`config.mk`:
```
export PLATFORM = sky130hd
export DESIGN_NAME = npc_bpu
export DESIGN_NICKNAME = d
export VERILOG_FILES = /design/src/rtl/npc_pkg.sv /design/src/rtl/npc_bpu_btb_mem.sv /design/src/rtl/npc_bpu.sv
export SDC_FILE = /design/constraint.sdc
export NUM_CORES = 1
export LEC_CHECK = 0
export CAP_MARGIN = 10
export CORE_ASPECT_RATIO = 2
export CORE_MARGIN = 5
export CORE_UTILIZATION = 45
export DETAILED_ROUTE_END_ITERATION = 10
export RECOVER_POWER = 25
export SYNTH_ARGS = -nofsm -noshare
export SYNTH_HDL_FRONTEND = slang
export SYNTH_SLANG_ARGS = --single-unit
```
`constraint.sdc`:
```
create_clock -name clk -period 8.15 [get_ports clk]
set_clock_uncertainty 0.2 [all_clocks]
set_input_delay 2.0375 -clock clk [delete_from_list [all_inputs] [get_ports clk]]
set_output_delay 2.0375 -clock clk [all_outputs]
set_load 0.02 [all_outputs]
```
`src/rtl/npc_pkg.sv`:
```
// Shared definitions for the fetch-stage next-PC unit: opcodes, 2-bit predictor
// counter encodings, the reset PC and the counter update helper.
package npc_pkg;

    localparam logic [5:0] OP_J   = 6'b000010;
    localparam logic [5:0] OP_JAL = 6'b000011;
    localparam logic [5:0] OP_BEQ = 6'b000100;
    localparam logic [5:0] OP_BNE = 6'b000101;

    localparam logic [31:0] RESET_PC_DEFAULT = 32'h0000_3000;

    typedef enum logic [1:0] {
        SNT = 2'b00,
        WNT = 2'b01,
        WT  = 2'b10,
        ST  = 2'b11
    } ctr_e;

    // Saturating step: never wraps from ST to SNT or from SNT to ST.
    function automatic ctr_e ctr_update(input ctr_e ctr, input logic taken);
        ctr_e nxt;
        nxt = ctr;
        if (taken && ctr != ST) begin
            nxt = ctr_e'(ctr + 2'd1);
        end else if (!taken && ctr != SNT) begin
            nxt = ctr_e'(ctr - 2'd1);
        end
        return nxt;
    endfunction

endpackage

```
`src/rtl/npc_bpu_btb_mem.sv`:
```
// Direct-mapped branch target buffer: combinational lookup port, synchronous
// update port with 2-bit saturating counters and allocate-on-taken-miss.
module btb_mem
    import npc_pkg::*;
#(
    parameter int ADDR_W = 32,
    parameter int DEPTH  = 16,
    parameter int IDX_W  = $clog2(DEPTH)
) (
    input  logic              clk,
    input  logic              reset,
    input  logic [ADDR_W-1:2] i_lkp_pc,
    output logic              o_hit,
    output logic              o_pred_taken,
    output logic [ADDR_W-1:0] o_target,
    input  logic              i_upd_valid,
    input  logic [ADDR_W-1:2] i_upd_pc,
    input  logic              i_upd_taken,
    input  logic [ADDR_W-1:0] i_upd_target
);

    localparam int TAG_W = ADDR_W - IDX_W - 2;

    logic              r_valid  [DEPTH];
    ctr_e              r_ctr    [DEPTH];
    logic [TAG_W-1:0]  r_tag    [DEPTH];
    logic [ADDR_W-1:0] r_target [DEPTH];

    logic [IDX_W-1:0] w_lkp_idx;
    logic [TAG_W-1:0] w_lkp_tag;
    logic [IDX_W-1:0] w_upd_idx;
    logic [TAG_W-1:0] w_upd_tag;
    logic             w_upd_hit;

    assign w_lkp_idx = i_lkp_pc[IDX_W+1:2];
    assign w_lkp_tag = i_lkp_pc[ADDR_W-1:IDX_W+2];
    assign w_upd_idx = i_upd_pc[IDX_W+1:2];
    assign w_upd_tag = i_upd_pc[ADDR_W-1:IDX_W+2];

    // Lookup reads the registered array, so a same-cycle update is seen next cycle.
    assign o_hit        = r_valid[w_lkp_idx] && (r_tag[w_lkp_idx] == w_lkp_tag);
    assign o_pred_taken = o_hit && r_ctr[w_lkp_idx][1];
    assign o_target     = r_target[w_lkp_idx];
    assign w_upd_hit    = r_valid[w_upd_idx] && (r_tag[w_upd_idx] == w_upd_tag);

    always_ff @(posedge clk or posedge reset) begin
        if (reset) begin
            for (int i = 0; i < DEPTH; i++) begin
                r_valid[i] <= 1'b0;
                r_ctr[i]   <= SNT;
            end
        end else if (i_upd_valid) begin
            if (w_upd_hit) begin
                r_ctr[w_upd_idx] <= ctr_update(r_ctr[w_upd_idx], i_upd_taken);
            end else if (i_upd_taken) begin
                r_valid[w_upd_idx] <= 1'b1;
                r_ctr[w_upd_idx]   <= WT;
            end
        end
    end

    // NOTE: tag/target are qualified by r_valid, so they carry no reset and map to plain RAM.
    always_ff @(posedge clk) begin
        if (i_upd_valid && i_upd_taken) begin
            r_tag[w_upd_idx]    <= w_upd_tag;
            r_target[w_upd_idx] <= i_upd_target;
        end
    end

endmodule

```
`src/rtl/npc_bpu.sv`:
```
// Fetch-stage next-PC unit: PC_F register, BTB prediction, mispredict redirect.
// Optional macro BPU_PERF_CNT_EN adds branch / mispredict performance counters.
module npc_bpu
    import npc_pkg::*;
#(
    parameter int                ADDR_W    = 32,
    parameter int                BTB_DEPTH = 16,
    parameter logic [ADDR_W-1:0] RESET_PC  = ADDR_W'(RESET_PC_DEFAULT)
) (
    input  logic              clk,
    input  logic              reset,
    input  logic              stall,
    output logic [ADDR_W-1:0] PC_F,
    output logic              pred_taken_F,
    output logic [ADDR_W-1:0] pred_target_F,
    input  logic              upd_valid,
    input  logic [ADDR_W-1:0] upd_pc,
    input  logic              upd_taken,
    input  logic [ADDR_W-1:0] upd_target,
    input  logic              upd_pred_taken,
    input  logic [ADDR_W-1:0] upd_pred_target,
    output logic              flush_F
`ifdef BPU_PERF_CNT_EN
    ,
    output logic [31:0]       perf_branches,
    output logic [31:0]       perf_mispredicts
`endif
);

    localparam int IDX_W = $clog2(BTB_DEPTH);

    logic [ADDR_W-1:0] r_pc;
    logic [ADDR_W-1:0] w_pc_next;
    logic [ADDR_W-1:0] w_pc_plus4;
    logic [ADDR_W-1:0] w_upd_plus4;
    logic [ADDR_W-1:0] w_btb_target;
    logic              w_btb_hit;
    logic              w_btb_taken;
    logic              w_mispredict;

    btb_mem #(
        .ADDR_W (ADDR_W),
        .DEPTH  (BTB_DEPTH),
        .IDX_W  (IDX_W)
    ) u_btb (
        .clk          (clk),
        .reset        (reset),
        .i_lkp_pc     (r_pc[ADDR_W-1:2]),
        .o_hit        (w_btb_hit),
        .o_pred_taken (w_btb_taken),
        .o_target     (w_btb_target),
        .i_upd_valid  (upd_valid),
        .i_upd_pc     (upd_pc[ADDR_W-1:2]),
        .i_upd_taken  (upd_taken),
        .i_upd_target (upd_target)
    );

    assign w_pc_plus4  = r_pc + ADDR_W'(4);
    assign w_upd_plus4 = upd_pc + ADDR_W'(4);

    assign PC_F          = r_pc;
    assign pred_taken_F  = w_btb_taken;
    assign pred_target_F = w_btb_hit ? w_btb_target : w_pc_plus4;

    assign w_mispredict = upd_valid &&
                          ((upd_pred_taken != upd_taken) ||
                           (upd_taken && (upd_pred_target != upd_target)));
    assign flush_F      = w_mispredict && !reset;

    // Redirect from D beats the hazard stall: the stalled F instruction is flushed anyway.
    always_comb begin
        w_pc_next = w_pc_plus4;
        if (w_mispredict) begin
            w_pc_next = upd_taken ? upd_target : w_upd_plus4;
        end else if (stall) begin
            w_pc_next = r_pc;
        end else if (w_btb_taken) begin
            w_pc_next = w_btb_target;
        end
    end

    // NOTE: sequential state uses non-blocking assignment so every register samples pre-edge values.
    always_ff @(posedge clk or posedge reset) begin
        if (reset) begin
            r_pc <= RESET_PC;
        end else begin
            r_pc <= w_pc_next;
        end
    end

`ifdef BPU_PERF_CNT_EN
    logic [31:0] r_perf_branches;
    logic [31:0] r_perf_mispredicts;

    always_ff @(posedge clk or posedge reset) begin
        if (reset) begin
            r_perf_branches    <= 32'd0;
            r_perf_mispredicts <= 32'd0;
        end else begin
            if (upd_valid) begin
                r_perf_branches <= r_perf_branches + 32'd1;
            end
            if (w_mispredict) begin
                r_perf_mispredicts <= r_perf_mispredicts + 32'd1;
            end
        end
    end

    assign perf_branches    = r_perf_branches;
    assign perf_mispredicts = r_perf_mispredicts;
`endif

endmodule

```
==> results of run 1 <==
registers in the layout (all words and copies together) (netlist names):
name,count
u_btb.r_target,512
u_btb.r_valid,16
u_btb.r_tag,416
PC_F,32
u_btb.r_ctr,32
cell families after synthesis:
logic type	count (synthesis)
DFF	1008
buffers and inverters	230
muxes	571
and+or+nand+nor	430
xor gates and xnor gates	144
AOI/OAI and AO/OA	278
adders and majority gates	7
cell type report:
type | instances | area (µm²) | share of cell area
Clock buffer | 111 | 2400 | 0.0448
Multi-Input combinational cell | 1430 | 16000 | 0.299
Clock inverter | 52 | 557 | 0.0104
Antenna cell | 6 | 15.0 | 0.000280
Sequential cell | 1008 | 29900 | 0.558
Tap cell | 1352 | 1690 | 0.0316
Inverter | 40 | 153 | 0.00285
Timing Repair Buffer | 312 | 2880 | 0.0538
through the flow:
| stage | cells | cell area, µm² | setup slack (ns) | utilization |
|---|---|---|---|---|
| after global placement | 4142 | 50700 | 0.883 | 0.490 |
| final | 4311 | 53600 | 0.241 | 0.518 |
| after global routing | 4308 | 53600 | 0.0900 | 0.518 |
| after CTS | 4305 | 53700 | 0.141 | 0.519 |
| after floorplan | 2668 | 46800 | 1.51 | - |
| after detailed placement | 4142 | 50700 | 0.743 | 0.490 |
placed cells by master (no fill, tap or decap), types with 29 or more instances in the layout:
| cell type | instances |
|---|---|
| edfxtp_1 | 928 |
| mux4_2 | 359 |
| mux2i_1 | 151 |
| clkdlybuf4s50_1 | 129 |
| nand2_1 | 122 |
| buf_4 | 93 |
| clkbuf_16 | 89 |
| xnor2_1 | 85 |
| dfrtp_1 | 74 |
| o21ai_0 | 62 |
| xor2_1 | 59 |
| nor2_1 | 58 |
| clkbuf_1 | 44 |
| inv_1 | 35 |
| dlygate4sd3_1 | 33 |
| nand3_1 | 32 |
| mux2_1 | 32 |
| a22oi_1 | 31 |
| mux2_2 | 29 |
power groups by stage:
stage                     combinational, µW  sequential [µW]  clock (µW)
after detailed placement               2660             6060           0
after global routing                   2760             5960        4630
after floorplan                        1600             5950           0
after CTS                              2670             5950        4420
after global placement                 2650             6050           0
final                                  2670             5960        4360
routing by layer:
metal / up-vias / part of all wire / global-route usage
met5: - / 0.00017 / 0
met4: 4 / 0.082 / 0.182
met3: 421 / 0.071 / 0.0441
met2: 1631 / 0.50 / 0.489
met1: 15200 / 0.35 / 0.349
li1: 11300 / - / -
what timing repair did:
item / in CTS / in global routing
resized for setup: 1 / 3
gates cloned: 0 / 0
pin swaps: 0 / 0
hold endpoints to repair: 0 / 0
setup endpoints to repair: 22 / 21
worst paths after layout:
path                                  start                end  depth (start not counted)
setup / recovery                    PC_F[3]  pred_target_F[21]                         10
hold / removal             u_btb.r_valid[5]   u_btb.r_valid[5]                          1
setup reg to reg                    PC_F[3]           PC_F[20]                         10
hold reg to reg            u_btb.r_valid[5]   u_btb.r_valid[5]                          1
max in group asynchronous             reset            PC_F[4]                          3
min in group asynchronous             reset           PC_F[24]                          2
==> flow_summary.ini, run 1 <==
[placed_design]
hpwlAfterDp_um = 106000
place_congestion = 0.998
io_buffers = 167

[pwr]
seqPwrFrac = 0.459
peakVddDrop_mv = 0.189
p_leak_uw = 0.0176
p_comb_frac = 0.205
p_clk_frac = 0.335
p_switching_uw = 3740
switching_share = 0.288
power.density_nw_per_um2 = 242
p_int_uw = 9250
power_uw = 13000

[floorplan]
die_width_um = 238
fp.dieH_um = 466
ios = 168
coreArea_um2 = 103000
initial_core_util = 0.452
dieArea_um2 = 111000
rows = 167

[synthesis]
synthCells = 2668
yosysTopAreaCell = edfxtp_1
synth-simple-area-share = 0.0480
ys_seq_area_frac = 0.638
syn_nets = 2777
syn_area_um2 = 46800
syn_area_per_cell_um2 = 17.5
synth_compound_area_frac = 0.0426
ys_types = 87
synth_fa_ha_area_frac = 0.00187
yosys_most_used_dff = edfxtp_1
synth_top_family_by_area = multiplexers
synth_area_leaders = edfxtp_1 60%, mux4_2 17%, dfrtp_1 4.2%
synth_xor_area_frac = 0.0270
synth_common_cells = 928 x edfxtp_1, 359 x mux4_2, 151 x mux2i_1
synthMuxAreaShare = 0.220
synth-edff-count = 928
async_reset_ff_frac = 0.0794
yosysWarnings = 0
synth_top_area_share = 0.596
ys_ff_latch = 1008
yosys.cell_count.top_type = edfxtp_1

[grt]
grt.total_usage = 0.290
first_global_vias = 29700
grt_overflow = 0
grt_max_degree = 68
antenna_found_initial = 7
grt_pass1_wl_um = 227000

[setup_path]
cp_slowest_cell = dfrtp_4
cp-end-kind = output port
rrSetupSlack_ns = 3.09
required_ns = 5.91
cp.arrival_ns = 5.67
crit_buf_inv = 3
critPathTopFamily = buffers and inverters
startpoint_type = register
worstPathMaxFanout = 28
max_stage_delay_ns = 0.77
path_class = register to output port
worstPathCellList = buf_6, mux4_2, mux2i_1, nor2_1, o41a_1, nor4_1, and3_2, buf_4, mux2_1, clkdlybuf4s50_1

[cts]
clk_pin_slew_worst_paths_ns = 0.07
h-tree-depth = 3
ctsHoldBuffers = 0
cts_tree = yes
clk_path_buf_depth = 3
cts.sinks = 1008
clk_latency_ns = 0.72
cts_inserted_buffers = 88
cts_setup_buffers = 0
cts-root-buf = clkbuf_16

[run_status]
status = complete, but fails checks
violations = capacitance limit

[timing]
tns_ns = 0
fmax_mhz = 126
tightest_slew_ns = 1.48
min_period_ns = 7.91
rsz0062_at_grt = no
setup_viol = 0
final-hold-violation-count = 0
drv_slew = 0
finalCritPeriodShare = 0.970
slew_headroom = 0.00794
holdWs_ns = 0.290

[routing]
ant_nets = 0
wl_per_cell_um = 37.6
vias_per_cell = 6.62
post-route-drc-count = 0
vias = 28600
firstDrtPassIters = 5
drt_iter0_drc = 3368
drt-total-wl_um = 162000

[run]
max_cap_viol_count = 1

[finish]
fin_nets = 2989
area_growth_pct = 14.5
n_fill_cell = 8339
drive_gt1_frac = 0.232

[hold_path]
hold_class = register to register
Power figures use the tool's default switching activity.
==> inputs of run 2 (changes only) <==
--- a/config.mk
+++ b/config.mk
@@ -7,9 +7,9 @@
 export LEC_CHECK = 0
 export CAP_MARGIN = 10
 export CORE_ASPECT_RATIO = 2
-export CORE_MARGIN = 5
 export CORE_UTILIZATION = 45
 export DETAILED_ROUTE_END_ITERATION = 10
+export PLACE_DENSITY = 0.61
 export RECOVER_POWER = 25
 export SYNTH_ARGS = -nofsm -noshare
 export SYNTH_HDL_FRONTEND = slang
==> run 2 against run 1 <==
The flow finishes with violations (capacitance limit, slew limit). Non-clock buffer count up 1. Sequential share of layout area about the same. Combinational power barely moved. Highest routed layer unchanged. Design area is essentially flat. Critical path depth is 1 higher.
==> flow_summary.ini, run 2 (synthesized netlist as in run 1, its figures left out) <==
[cts]
h-tree-depth = 3
cts_inserted_buffers = 90
post_cts_resized = 0
cts_setup_buffers = 0
clk_pin_slew_worst_paths_ns = 0.07
cts-root-buf = clkbuf_16
ctsHoldBuffers = 0
clk_path_buf_depth = 3
clk_latency_ns = 0.71
cts.sinks = 1008
cts_tree = yes

[grt]
grt_max_degree = 70
grt_overflow = 0
grt_pass1_wl_um = 227000
antenna_found_initial = 16
first_global_vias = 29500
grt.total_usage = 0.311

[placed_design]
place_area_um2 = 50700
place_congestion = 1.01
io_buffers = 167
hpwlAfterDp_um = 107000
dp_slack_ns = 0.834

[run_status]
violations = capacitance limit, slew limit
status = complete, but fails checks

[pwr]
peakVddDrop_mv = 0.237
p_comb_frac = 0.204
switching_share = 0.289
p_clk_frac = 0.339
p_leak_uw = 0.0176
p_int_uw = 9320
power.density_nw_per_um2 = 245
p_switching_uw = 3790
seqPwrFrac = 0.456

[setup_path]
regToRegStartpoint = PC_F[2]
r2r-end = PC_F[0]
crit_buf_inv = 3
required_ns = 5.91
startpoint_type = register
path_class = register to output port
path_depth = 11
rrSetupSlack_ns = 2.89
cp-end-kind = output port
critPathTopFamily = compound AO/OA/AOI/OAI gates
cp-endpoint = pred_target_F[28]
critical_path.startpoint = PC_F[2]
cp_slowest_cell = a2111oi_0
cp.arrival_ns = 5.77
reg2reg_depth = 11
worstPathMaxFanout = 33
max_stage_delay_ns = 0.94
worstPathCellList = buf_4, mux4_2, o2bb2ai_1, a2111oi_0, a22oi_1, nor2_1, and4bb_1, and3_2, buf_12, mux2_1, clkdlybuf4s50_1

[finish]
area_growth_pct = 14.6
stdcell_area_um2 = 53600
largest_reg_flops = 512
drive_gt1_frac = 0.231
regMostFlops = u_btb.r_target
reg.largest.list = u_btb.r_target: 512 flops, u_btb.r_tag: 416 flops
final_cell_mix = 928 x edfxtp_1, 359 x mux4_2, 151 x mux2i_1
layout_commonest_cell = edfxtp_1
multiInputGateArea_um2 = 16000
final-seq-area_um2 = 29900
fin_nets = 2992
n_fill_cell = 8419

[timing]
slew_headroom = -0.120
min_period_ns = 8.01
drv_slew = 51
setup_viol = 0
tns_ns = 0
worst_slack_ns = 0.142
tightest_slew_ns = 1.67
fmax_mhz = 125
rsz0062_at_grt = no
finalCritPeriodShare = 0.983
final-hold-violation-count = 0

[routing]
vias_per_cell = 6.65
firstDrtPassIters = 6
wl_per_cell_um = 37.7
post-route-drc-count = 0
ant_nets = 0
vias = 28700
drt-total-wl_um = 163000
drt_iter0_drc = 3127

[floorplan]
rows = 167
dieArea_um2 = 105000
coreArea_um2 = 103000
initial_core_util = 0.453
ios = 168
die_width_um = 230
fp.dieH_um = 458

[run]
max_cap_viol_count = 2

[hold_path]
hold_class = register to register
-- run 2: changes by cell type in the layout (fill, tap and decap cells not counted), moves of 2 or more --
cell and change:
clkinvlp_4 -3, buf_4 +5, buf_6 -2, inv_6 +2, clkbuf_1 +9, bufinv_16 +4
clkbuf_8 -10, clkinv_2 -3, diode_2 -2
-- run 2: layout make-up --
| cell class | instances | area share |
|---|---|---|
| antenna | 4 | 0.000187 |
| clock buffer | 112 | 0.0435 |
| clock inverter | 54 | 0.0124 |
| inverter | 40 | 0.00287 |
| multi-input combinational | 1430 | 0.299 |
| sequential | 1008 | 0.557 |
| tap | 1352 | 0.0316 |
| timing repair buffer | 313 | 0.0534 |
-- run 2: layer usage --
metal	part of all wire	wire length, µm	global-route usage	up-vias
li1	-	-	-	11300
met1	0.35	57400	0.367	15300
met2	0.50	80900	0.523	1586
met3	0.070	11300	0.0495	463
met4	0.079	12900	0.207	6
met5	0.00026	42	0	-
-- run 2: worst min path at each step --
stage                 startpoint           endpoint  slack [ns]  depth (start not counted)
2_1_floorplan    u_btb.r_ctr[28]    u_btb.r_ctr[28]        0.25                          1
3_3_place_gp    u_btb.r_valid[5]   u_btb.r_valid[5]        0.27                          1
3_5_place_dp      u_btb.r_ctr[0]     u_btb.r_ctr[0]        0.28                          1
4_1_cts           u_btb.r_ctr[0]     u_btb.r_ctr[0]        0.30                          1
5_1_grt           u_btb.r_ctr[0]     u_btb.r_ctr[0]        0.32                          1
6_report       u_btb.r_valid[14]  u_btb.r_valid[14]        0.30                          1
-- run 2: stage by stage --
stage	utilization	std cells	hold slack, ns	total power [µW]
final	0.519	4313	0.302	13100
after global routing	0.519	4310	0.321	13400
after CTS	0.520	4309	0.298	13100
after detailed placement	0.491	4143	0.281	8740
after global placement	0.491	4143	0.270	8730
after floorplan	-	2668	0.251	7550
-- run 2: power groups by stage --
stage | combinational (µW) | clock (µW) | sequential, µW
floorplan | 1600 | 0 | 5950
global placement | 2660 | 0 | 6070
detailed placement | 2660 | 0 | 6080
CTS | 2670 | 4500 | 5970
global route | 2760 | 4650 | 5990
finish | 2680 | 4450 | 5980
